**config.mk**
```make
export PLATFORM = sky130hd
export DESIGN_NAME = cfgreg_boot_seq
export DESIGN_NICKNAME = d
export VERILOG_FILES = /design/src/rtl/cfgreg_boot_seq.sv
export SDC_FILE = /design/constraint.sdc
export NUM_CORES = 1
export LEC_CHECK = 0
export ABC_AREA = 1
export BUFFER_PORTS_ARGS = -buffer_cell sky130_fd_sc_hd__buf_2
export CAP_MARGIN = 20
export CELL_PAD_IN_SITES_DETAIL_PLACEMENT = 1
export CELL_PAD_IN_SITES_GLOBAL_PLACEMENT = 2
export CORE_MARGIN = 2
export CORE_UTILIZATION = 29
export CTS_CLUSTER_DIAMETER = 200
export CTS_CLUSTER_SIZE = 10
export DETAILED_ROUTE_END_ITERATION = 10
export PLACE_DENSITY = 0.84
export SLEW_MARGIN = 40
export SYNTH_ARGS = -nofsm -noshare
export SYNTH_HDL_FRONTEND = slang
export SYNTH_SLANG_ARGS = --single-unit
```
**constraint.sdc**
```tcl
create_clock -name clk -period 2.4 [get_ports clk]
set_input_delay 0.12 -clock clk [delete_from_list [all_inputs] [get_ports clk]]
set_output_delay 0.12 -clock clk [all_outputs]
set_load 0.01 [all_outputs]
```
**src/rtl/cfgreg_boot_seq.sv**
```systemverilog
// ---------------------------------------------------------------------------
// cfgreg_boot_seq
//   APB master that boots a core through the cfgreg slave. On an accepted
//   start it writes RSTN=0, waits RST_HOLD cycles, writes BOOTVEC and
//   DDROFFSET, then writes RSTN=1. A slave error or an ACCESS phase that
//   outlasts TIMEOUT cycles aborts the sequence with a sticky err/err_code.
//
//   Optional feature macro: CFGREG_BOOT_VERIFY_EN
//     When defined, a readback of the same address follows the BOOTVEC and
//     the final RSTN writes. A readback mismatch aborts with err_code=3.
//
//   Register offsets mirror cfgreg_mmap.h:
//     RSTN = 0x000, BOOTVEC = 0x004, DDROFFSET = 0x008
// ---------------------------------------------------------------------------
module cfgreg_boot_seq #(
  parameter int unsigned RST_HOLD = 4,   // legal 1..255
  parameter int unsigned TIMEOUT  = 16   // legal 1..255
) (
  input  logic        clk,
  input  logic        rst,
  input  logic        start,
  input  logic [31:0] boot_vec,
  input  logic [31:0] ddr_off,
  output logic        psel,
  output logic        penable,
  output logic        pwrite,
  output logic [11:0] paddr,
  output logic [31:0] pwdata,
  input  logic [31:0] prdata,
  input  logic        pready,
  input  logic        pslverr,
  output logic        busy,
  output logic        done,
  output logic        err,
  output logic [1:0]  err_code
);

  localparam logic [11:0] ADDR_RSTN      = 12'h000;
  localparam logic [11:0] ADDR_BOOTVEC   = 12'h004;
  localparam logic [11:0] ADDR_DDROFFSET = 12'h008;

`ifdef CFGREG_BOOT_VERIFY_EN
  localparam bit VERIFY = 1'b1;
`else
  localparam bit VERIFY = 1'b0;
`endif

  localparam logic [7:0] HOLD_LAST = 8'(RST_HOLD - 1);
  localparam logic [7:0] TO_LAST   = 8'(TIMEOUT - 1);

  typedef enum logic [2:0] {
    ST_IDLE, ST_SETUP, ST_ACCESS, ST_HOLD, ST_DONE, ST_ERR
  } state_t;

  // R1/R3 are the readbacks that only exist when verification is enabled.
  typedef enum logic [2:0] {
    STEP_W0, STEP_W1, STEP_R1, STEP_W2, STEP_W3, STEP_R3
  } step_t;

  typedef enum logic [1:0] {
    ERR_NONE, ERR_SLVERR, ERR_TIMEOUT, ERR_VERIFY
  } err_t;

  state_t      state_q, state_d;
  step_t       step_q, step_d;
  logic [7:0]  tcnt_q, tcnt_d;
  logic [7:0]  hcnt_q, hcnt_d;
  logic [31:0] bv_q, bv_d;
  logic [31:0] dof_q, dof_d;
  logic        busy_d, done_d, err_d;
  logic [1:0]  code_d;
  logic        psel_d, penable_d, pwrite_d;
  logic [11:0] paddr_d;
  logic [31:0] pwdata_d;
  logic        rd_mismatch;

  assign rd_mismatch = ((step_q == STEP_R1) && (prdata != bv_q)) ||
                       ((step_q == STEP_R3) && !prdata[0]);

  // Next-state, step sequencing, counters and status flags.
  always_comb begin
    // NOTE: every variable gets a default before the case so that no path
    // leaves one unassigned, which would otherwise infer a latch.
    state_d = state_q;
    step_d  = step_q;
    tcnt_d  = tcnt_q;
    hcnt_d  = hcnt_q;
    bv_d    = bv_q;
    dof_d   = dof_q;
    busy_d  = busy;
    done_d  = done;
    err_d   = err;
    code_d  = err_code;

    case (state_q)
      ST_IDLE, ST_DONE, ST_ERR: begin
        if (start) begin
          bv_d    = boot_vec;
          dof_d   = ddr_off;
          done_d  = 1'b0;
          err_d   = 1'b0;
          code_d  = ERR_NONE;
          busy_d  = 1'b1;
          step_d  = STEP_W0;
          state_d = ST_SETUP;
        end
      end

      ST_SETUP: begin
        state_d = ST_ACCESS;
        tcnt_d  = '0;
      end

      ST_ACCESS: begin
        if (pready) begin
          if (pslverr) begin
            state_d = ST_ERR;
            err_d   = 1'b1;
            busy_d  = 1'b0;
            code_d  = ERR_SLVERR;
          end else if (rd_mismatch) begin
            state_d = ST_ERR;
            err_d   = 1'b1;
            busy_d  = 1'b0;
            code_d  = ERR_VERIFY;
          end else begin
            case (step_q)
              STEP_W0: begin
                state_d = ST_HOLD;
                hcnt_d  = '0;
              end
              STEP_W1: begin
                state_d = ST_SETUP;
                if (VERIFY) step_d = STEP_R1;
                else        step_d = STEP_W2;
              end
              STEP_R1: begin
                state_d = ST_SETUP;
                step_d  = STEP_W2;
              end
              STEP_W2: begin
                state_d = ST_SETUP;
                step_d  = STEP_W3;
              end
              STEP_W3: begin
                if (VERIFY) begin
                  state_d = ST_SETUP;
                  step_d  = STEP_R3;
                end else begin
                  state_d = ST_DONE;
                  done_d  = 1'b1;
                  busy_d  = 1'b0;
                end
              end
              STEP_R3: begin
                state_d = ST_DONE;
                done_d  = 1'b1;
                busy_d  = 1'b0;
              end
              default: begin
                state_d = ST_IDLE;
                busy_d  = 1'b0;
              end
            endcase
          end
        end else if (tcnt_q == TO_LAST) begin
          state_d = ST_ERR;
          err_d   = 1'b1;
          busy_d  = 1'b0;
          code_d  = ERR_TIMEOUT;
        end else begin
          tcnt_d = tcnt_q + 8'd1;
        end
      end

      ST_HOLD: begin
        if (hcnt_q == HOLD_LAST) begin
          state_d = ST_SETUP;
          step_d  = STEP_W1;
        end else begin
          hcnt_d = hcnt_q + 8'd1;
        end
      end

      default: begin
        state_d = ST_IDLE;
        busy_d  = 1'b0;
      end
    endcase
  end

  // APB drive values for the coming cycle, derived from the next state so
  // that the bus outputs can be registered without adding latency.
  always_comb begin
    psel_d    = 1'b0;
    penable_d = 1'b0;
    pwrite_d  = 1'b0;
    paddr_d   = '0;
    pwdata_d  = '0;
    if ((state_d == ST_SETUP) || (state_d == ST_ACCESS)) begin
      psel_d    = 1'b1;
      penable_d = (state_d == ST_ACCESS);
      case (step_d)
        STEP_W0: begin
          paddr_d  = ADDR_RSTN;
          pwrite_d = 1'b1;
          pwdata_d = 32'd0;
        end
        STEP_W1: begin
          paddr_d  = ADDR_BOOTVEC;
          pwrite_d = 1'b1;
          pwdata_d = bv_d;
        end
        STEP_R1: paddr_d = ADDR_BOOTVEC;
        STEP_W2: begin
          paddr_d  = ADDR_DDROFFSET;
          pwrite_d = 1'b1;
          pwdata_d = dof_d;
        end
        STEP_W3: begin
          paddr_d  = ADDR_RSTN;
          pwrite_d = 1'b1;
          pwdata_d = 32'd1;
        end
        STEP_R3: paddr_d = ADDR_RSTN;
        default: ;
      endcase
    end
  end

  // State and output registers; synchronous reset clears everything.
  always_ff @(posedge clk) begin
    // NOTE: sequential state uses non-blocking assignments so every register
    // samples the pre-edge values regardless of statement order.
    if (rst) begin
      state_q  <= ST_IDLE;
      step_q   <= STEP_W0;
      tcnt_q   <= '0;
      hcnt_q   <= '0;
      bv_q     <= '0;
      dof_q    <= '0;
      psel     <= 1'b0;
      penable  <= 1'b0;
      pwrite   <= 1'b0;
      paddr    <= '0;
      pwdata   <= '0;
      busy     <= 1'b0;
      done     <= 1'b0;
      err      <= 1'b0;
      err_code <= '0;
    end else begin
      state_q  <= state_d;
      step_q   <= step_d;
      tcnt_q   <= tcnt_d;
      hcnt_q   <= hcnt_d;
      bv_q     <= bv_d;
      dof_q    <= dof_d;
      psel     <= psel_d;
      penable  <= penable_d;
      pwrite   <= pwrite_d;
      paddr    <= paddr_d;
      pwdata   <= pwdata_d;
      busy     <= busy_d;
      done     <= done_d;
      err      <= err_d;
      err_code <= code_d;
    end
  end

endmodule

```
======== Word level (Yosys, flattened, before mapping) ========
Cells that the tools add are included.
cells by class
  reductions and logical operators ........ 25
  add/sub/neg operators ................... 2
  equal/unequal tests ..................... 31
  muxes and demuxes ....................... 56
  bitwise operators ....................... 2
operators with widths
  operator                                        count
  two-way mux 32 bit                              4
  one-hot mux 32 bit (3 select lines)             1
  two-way mux 8 bit                               7
  two-way mux 3 bit                               11
  != test 32 bit                                  1
  one-hot mux 8 bit (2 select lines)              2
  == test 3 x 2 -> 1 bit (second input constant)  7
  one-hot mux 3 bit (3 select lines)              2
  two-way mux 1 bit                               17
  adder 8 x 1 -> 8 bit (second input constant)    2
  != test 2 bit (second input constant)           8
  == test 3 bit (second input constant)           5
  == test 3 x 1 -> 1 bit (second input constant)  4
  one-hot mux 3 bit (4 select lines)              1
  AND reduction 6 bit                             2
  two-way mux 2 bit                               5
  OR reduction 2 bit                              5
  zero test 3 bit                                 3
  == test 8 x 2 -> 1 bit (second input constant)  1
  == test 8 x 4 -> 1 bit (second input constant)  1
  one-hot mux 4 bit (2 select lines)              1
  AND reduction 4 bit                             2
  OR reduction 4 bit                              2
  one-hot mux 3 bit (2 select lines)              1
  14 further kinds                                21
word-level totals
  input bits .............................. 101
  register bits ........................... 138
  word-level logic and storage cells ...... 131
  output and inout bits ................... 52

======== Longest topological paths before layout ========
  depth in word-level cells ............... 11
  mapped depth ............................ 20

======== Worst setup path after synthesis ========
No wires, ideal clock.
  path kind ............................... reg-to-reg
  start point ............................. register tcnt_q[0]
  end point ............................... register pwdata[13]
  period minus slack after synthesis ...... 1915 ps
  stages on the path, launching flop included .. 17
  path slack .............................. 485 ps
  path buffers ............................ 1
  arrival ................................. 1798 ps
  cells stage by stage .................... dfxtp_1 ha_1 nand2_1 nor2_2 nand4_1 inv_1 nor2_1 inv_2 nor2_4 nor2_4 inv_2 nor3_2 inv_2 nor2_2 a21oi_4 buf_2 nor2_1
on the way
  word-level cells in the longest chain between the ends .. 8
  elaborated cells between the ends (all ways) .. 9
  those cells by class .................... eq/ne: 3; mux: 3; bitwise: 1; reduce/logical: 2
ends and longest elaborated chain
  what                                                              RTL line  text
  start: declaration                                                66        logic [7:0] tcnt_q, tcnt_d;
  start signal: assignment                                          254       tcnt_q <= tcnt_d;
  == test 8 x 4 -> 1 bit *                                          166       end else if (tcnt_q == TO_LAST) begin
  two-way mux 3 bit *                                               166
  two-way mux 3 bit *                                               115       if (pready) begin
  one-hot mux 3 bit (4 select lines) *                              95        case (state_q)
  == test 3 x 1 -> 1 bit or == test 3 x 2 -> 1 bit (tied branches)  200       if ((state_d == ST_SETUP) || (state_d == ST_ACCESS)) begin
  logical OR 1 bit *                                                200
  NOT 1 bit (no source line) *                                      -
  OR reduction 2 bit (no source line) *                             -
  end signal: assignment                                            262       pwdata <= pwdata_d;
  end: declaration                                                  28        output logic [31:0] pwdata,
Mark *: on every way between the ends. The rest lies on a longest branch, timed or not.
A chain may end at the register's enable or synchronous reset.

======== Worst setup path after layout ========
  start point ............................. register bv_q[0]
  end point ............................... register pwdata[8]
on the way
  word-level cells in the longest chain between the ends .. 11
  elaborated cells between the ends (all ways) .. 20
  those cells by class .................... eq/ne: 6; mux: 9; bitwise: 1; reduce/logical: 4
ends and longest elaborated chain
  what                                                              RTL line  text
  start: declaration                                                68        logic [31:0] bv_q, bv_d;
  start signal: assignment                                          256       bv_q <= bv_d;
  != test 32 bit *                                                  77        assign rd_mismatch = ((step_q == STEP_R1) && (prdata != bv_q)) ||
  logical AND 1 bit *                                               77
  logical OR 1 bit *                                                77
  two-way mux 3 bit                                                 121       end else if (rd_mismatch) begin
  two-way mux 3 bit                                                 116       if (pslverr) begin
  two-way mux 3 bit                                                 115
  one-hot mux 3 bit (4 select lines)                                95
  == test 3 x 1 -> 1 bit or == test 3 x 2 -> 1 bit (tied branches)  200
  logical OR 1 bit                                                  200
  NOT 1 bit (no source line)                                        -
  OR reduction 2 bit (no source line)                               -
Marks and branches as above.

==> flow_summary.yaml <==
power_and_ir_drop:
  internal_power_mw: 4.64
  power.density_mw_per_mm2: 808
  p_leak_nw: 3.88
  combPwrFrac_pct: 24.2
  switching_share_pct: 30.0
  power.share.clock_pct: 39.7
  power_frac_seq_pct: 36.1
  p_total_mw: 6.63
  ir_drop_mv: 0.520
  p_sw_mw: 1.99
placement:
  gp_congestion: 0.827
  numPortBuffers: 142
  dp_cells: 1145
  dp_slack_ps: -165
  place_area_mm2: 0.00685
  hpwl_mm: 12.0
min_path:
  min_path_type: "in2reg"
  hp-start: "ddr_off[12]"
grt:
  grt_overflow_total: 0
  grt_usage_pct: 17.1
  grt_max_degree: 75
  antenna_found_initial: 1
  grt_pass1_wl_mm: 27.4
  first_global_vias: 5560
timing:
  min_period_over_period_pct: 97.3
  skew_ps: 10.3
  slew_viol_final: 0
  setup_viol_count_final: 0
  holdWs_ps: 2.13
  finalWorstSetupSlack_ps: 63.6
  period_minus_slack_ps: 2340
  worst_pin_slew_ps: 501
  rsz0062_at_grt: "true"
  tns_ps: 0
  slew_headroom_pct: 66.6
  max_clock_freq_ghz: 0.428
  hold_viol: 0
route:
  num_vias: 5462
  first_iter_violations: 120
  ant_nets: 0
  drc: 0
  via_per_inst: 4.40
  wl_per_cell_um: 14.3
  drt_pass1_iterations: 4
  drt_wl_total_mm: 17.8
setup_path:
  r2r_start: "bv_q[0]"
  cp.arrival_ps: 2700
  startpoint: "bv_q[0]"
  crit_path_end_kind: "flip-flop"
  required_ps: 2760
  cp_max_fo: 21
  worst_setup_path_start_kind: "flip-flop"
  crit_chain: "inv_1 -> nand2_1 -> nand2_1 -> nand2_1 -> nor2_1 -> nand2_1 -> nor2_4 -> nand2_2 -> nand2_2 -> buf_4 -> nand4_1 -> nand2_1 -> nand3_2 -> nand2_2 -> nand2_4 -> nor2_4 -> nand2_4 -> buf_12 -> nor2_1 -> nor2_1 -> nor2_1"
  slowest_delay_ps: 310
  worstSetupPathType: "reg2reg"
  crit_top_cell: "nand2_1"
  slowest_stage: "dfxtp_1"
finish:
  design_area_mm2: 0.00820
  synthToLayoutAreaGrowth_pct: 43.8
  final_util_pct: 42.3
  diodes: 0
  instances_no_fill: 1241
  drive_gt1_share_pct: 29.6
  nNetsFinal: 1066
logic_synthesis:
  yosys_warnings: 0
  synth_area_leaders: "dfxtp_1 (45%), nor2_1 (15%), mux2i_1 (9.6%), nand2_1 (6.3%), xnor2_1 (3.5%)"
  synth_top_area_share_pct: 44.9
  postSynthCellCount: 738
  synth_area_per_cell_um2: 7.73
  synth_seq_cells: 128
  seq_area_frac_synth_pct: 44.9
  syn-cell-area_mm2: 0.00571
  synth.distinct_cells: 45
  netlist.top_cell.by_area: "dfxtp_1"
clock_tree:
  cts_buffer_depth: 2
  path_clk_slew_ps: 60
  clk_latency_ps: 430
  cts_made_buffers: 17
  cts.htree.levels: 4
  cts.sinks: 128
  cts_root_buf: "clkbuf_16"
  cts_tree: "yes"
outcome:
  outcome: "finished clean"
run:
  cap_violations: 0
floorplanning:
  rows: 51
  die_w_um: 144
  core-area_mm2: 0.0194
  dieArea_mm2: 0.0208
  initial_core_util_pct: 29.4
  dieHeight_um: 144
  io_pins: 153
-- power by group through the flow --
stage	clock (mW)	sequential, mW	combinational, mW
global route	2.79	2.41	1.78
floorplan	0	2.44	0.881
detailed placement	0	2.43	1.38
finish	2.63	2.39	1.61
CTS	2.68	2.39	1.50
global placement	0	2.43	1.37
-- cells by family after synthesis --
| logic type | after synthesis | share of synthesized area (%) |
|---|---|---|
| xor+xnor | 23 | 3.53 |
| buf+inv | 97 | 7.83 |
| fa+ha+maj | 2 | 0.439 |
| simple gates | 369 | 26.8 |
| compound gates | 63 | 6.82 |
| flops | 128 | 44.9 |
| other cells | 1 | 0.0657 |
| mux | 55 | 9.65 |
-- final cells by class --
cell class	count	area [um^2]
sequential	128	2570
clock buffer	21	470
inverter	60	225
tap	265	332
clock inverter	11	129
fill	2418	11200
timing repair buffer	234	1650
multi-input combinational	522	2830
-- registers in the layout, indices dropped and copies added, names as in the netlist --
register / count
hcnt_q: 8
penable: 1
err: 1
err_code: 2
tcnt_q: 8
pwdata: 32
pwrite: 1
done: 1
paddr: 2
bv_q: 32
step_q: 3
psel: 1
dof_q: 32
busy: 1
state_q: 3
-- layout by cell type, fill, tap and decap left out, drive strengths merged, types with 2 or more instances in the layout --
cell and instances:
nor2 242, buf 180, dfxtp 128, nand2 99, inv 61, mux2i 55, dlygate4sd3 53, a21oi 25
o21ai 24, xnor2 23, clkbuf 22, nand3 12, conb 10, nor3 8, nand4 6, clkinv 6
o22ai 2, ha 2, clkinvlp 2, bufinv 2
-- cells in the mapped netlist, drive strengths merged --
cell type,n
nand3,12
nand2,99
a31o,1
nor2,242
o211ai,1
ha,2
o211a,1
o21a,1
buf,28
xnor2,23
mux2i,55
clkbuf,9
nor3,8
o22ai,2
o21ai,24
nand4,6
conb,1
a221oi,1
nor4,1
a21boi,1
inv,59
clkinv,1
o21bai,1
or2,1
a31oi,1
o221a,1
dfxtp,128
o311ai,1
a21oi,25
a211oi,1
o311a,1
-- layer usage --
layer	share of wire [%]	vias up	GRT usage (%)
li1	-	2758	-
met3	4.8	23	5.00
met4	1.7	2	5.67
met5	0.062	-	0
met1	45	2560	20.7
met2	48	119	29.2
-- final timing paths --
path	end	slack, ps	cells past startpoint
max	pwdata[8]	60	21
min	dof_q[12]	2	3
max reg2reg	pwdata[8]	60	21
min reg2reg	tcnt_q[7]	450	1
-- worst max-delay path, delay by kind of cell, from the launching register on --
family | cells | cell delay (ps)
simple gates | 18 | 1610
flops | 1 | 310
buf+inv | 3 | 340
-- repair_timing --
action,CTS,global route
pin swaps,5,4
hold buffers,53,0
cloned,0,1
gates resized for setup,7,25
endpoints found under the setup margin,33,36
hold endpoints to repair,53,0
setup buffers,3,7
Power figures use the tool's default switching activity.
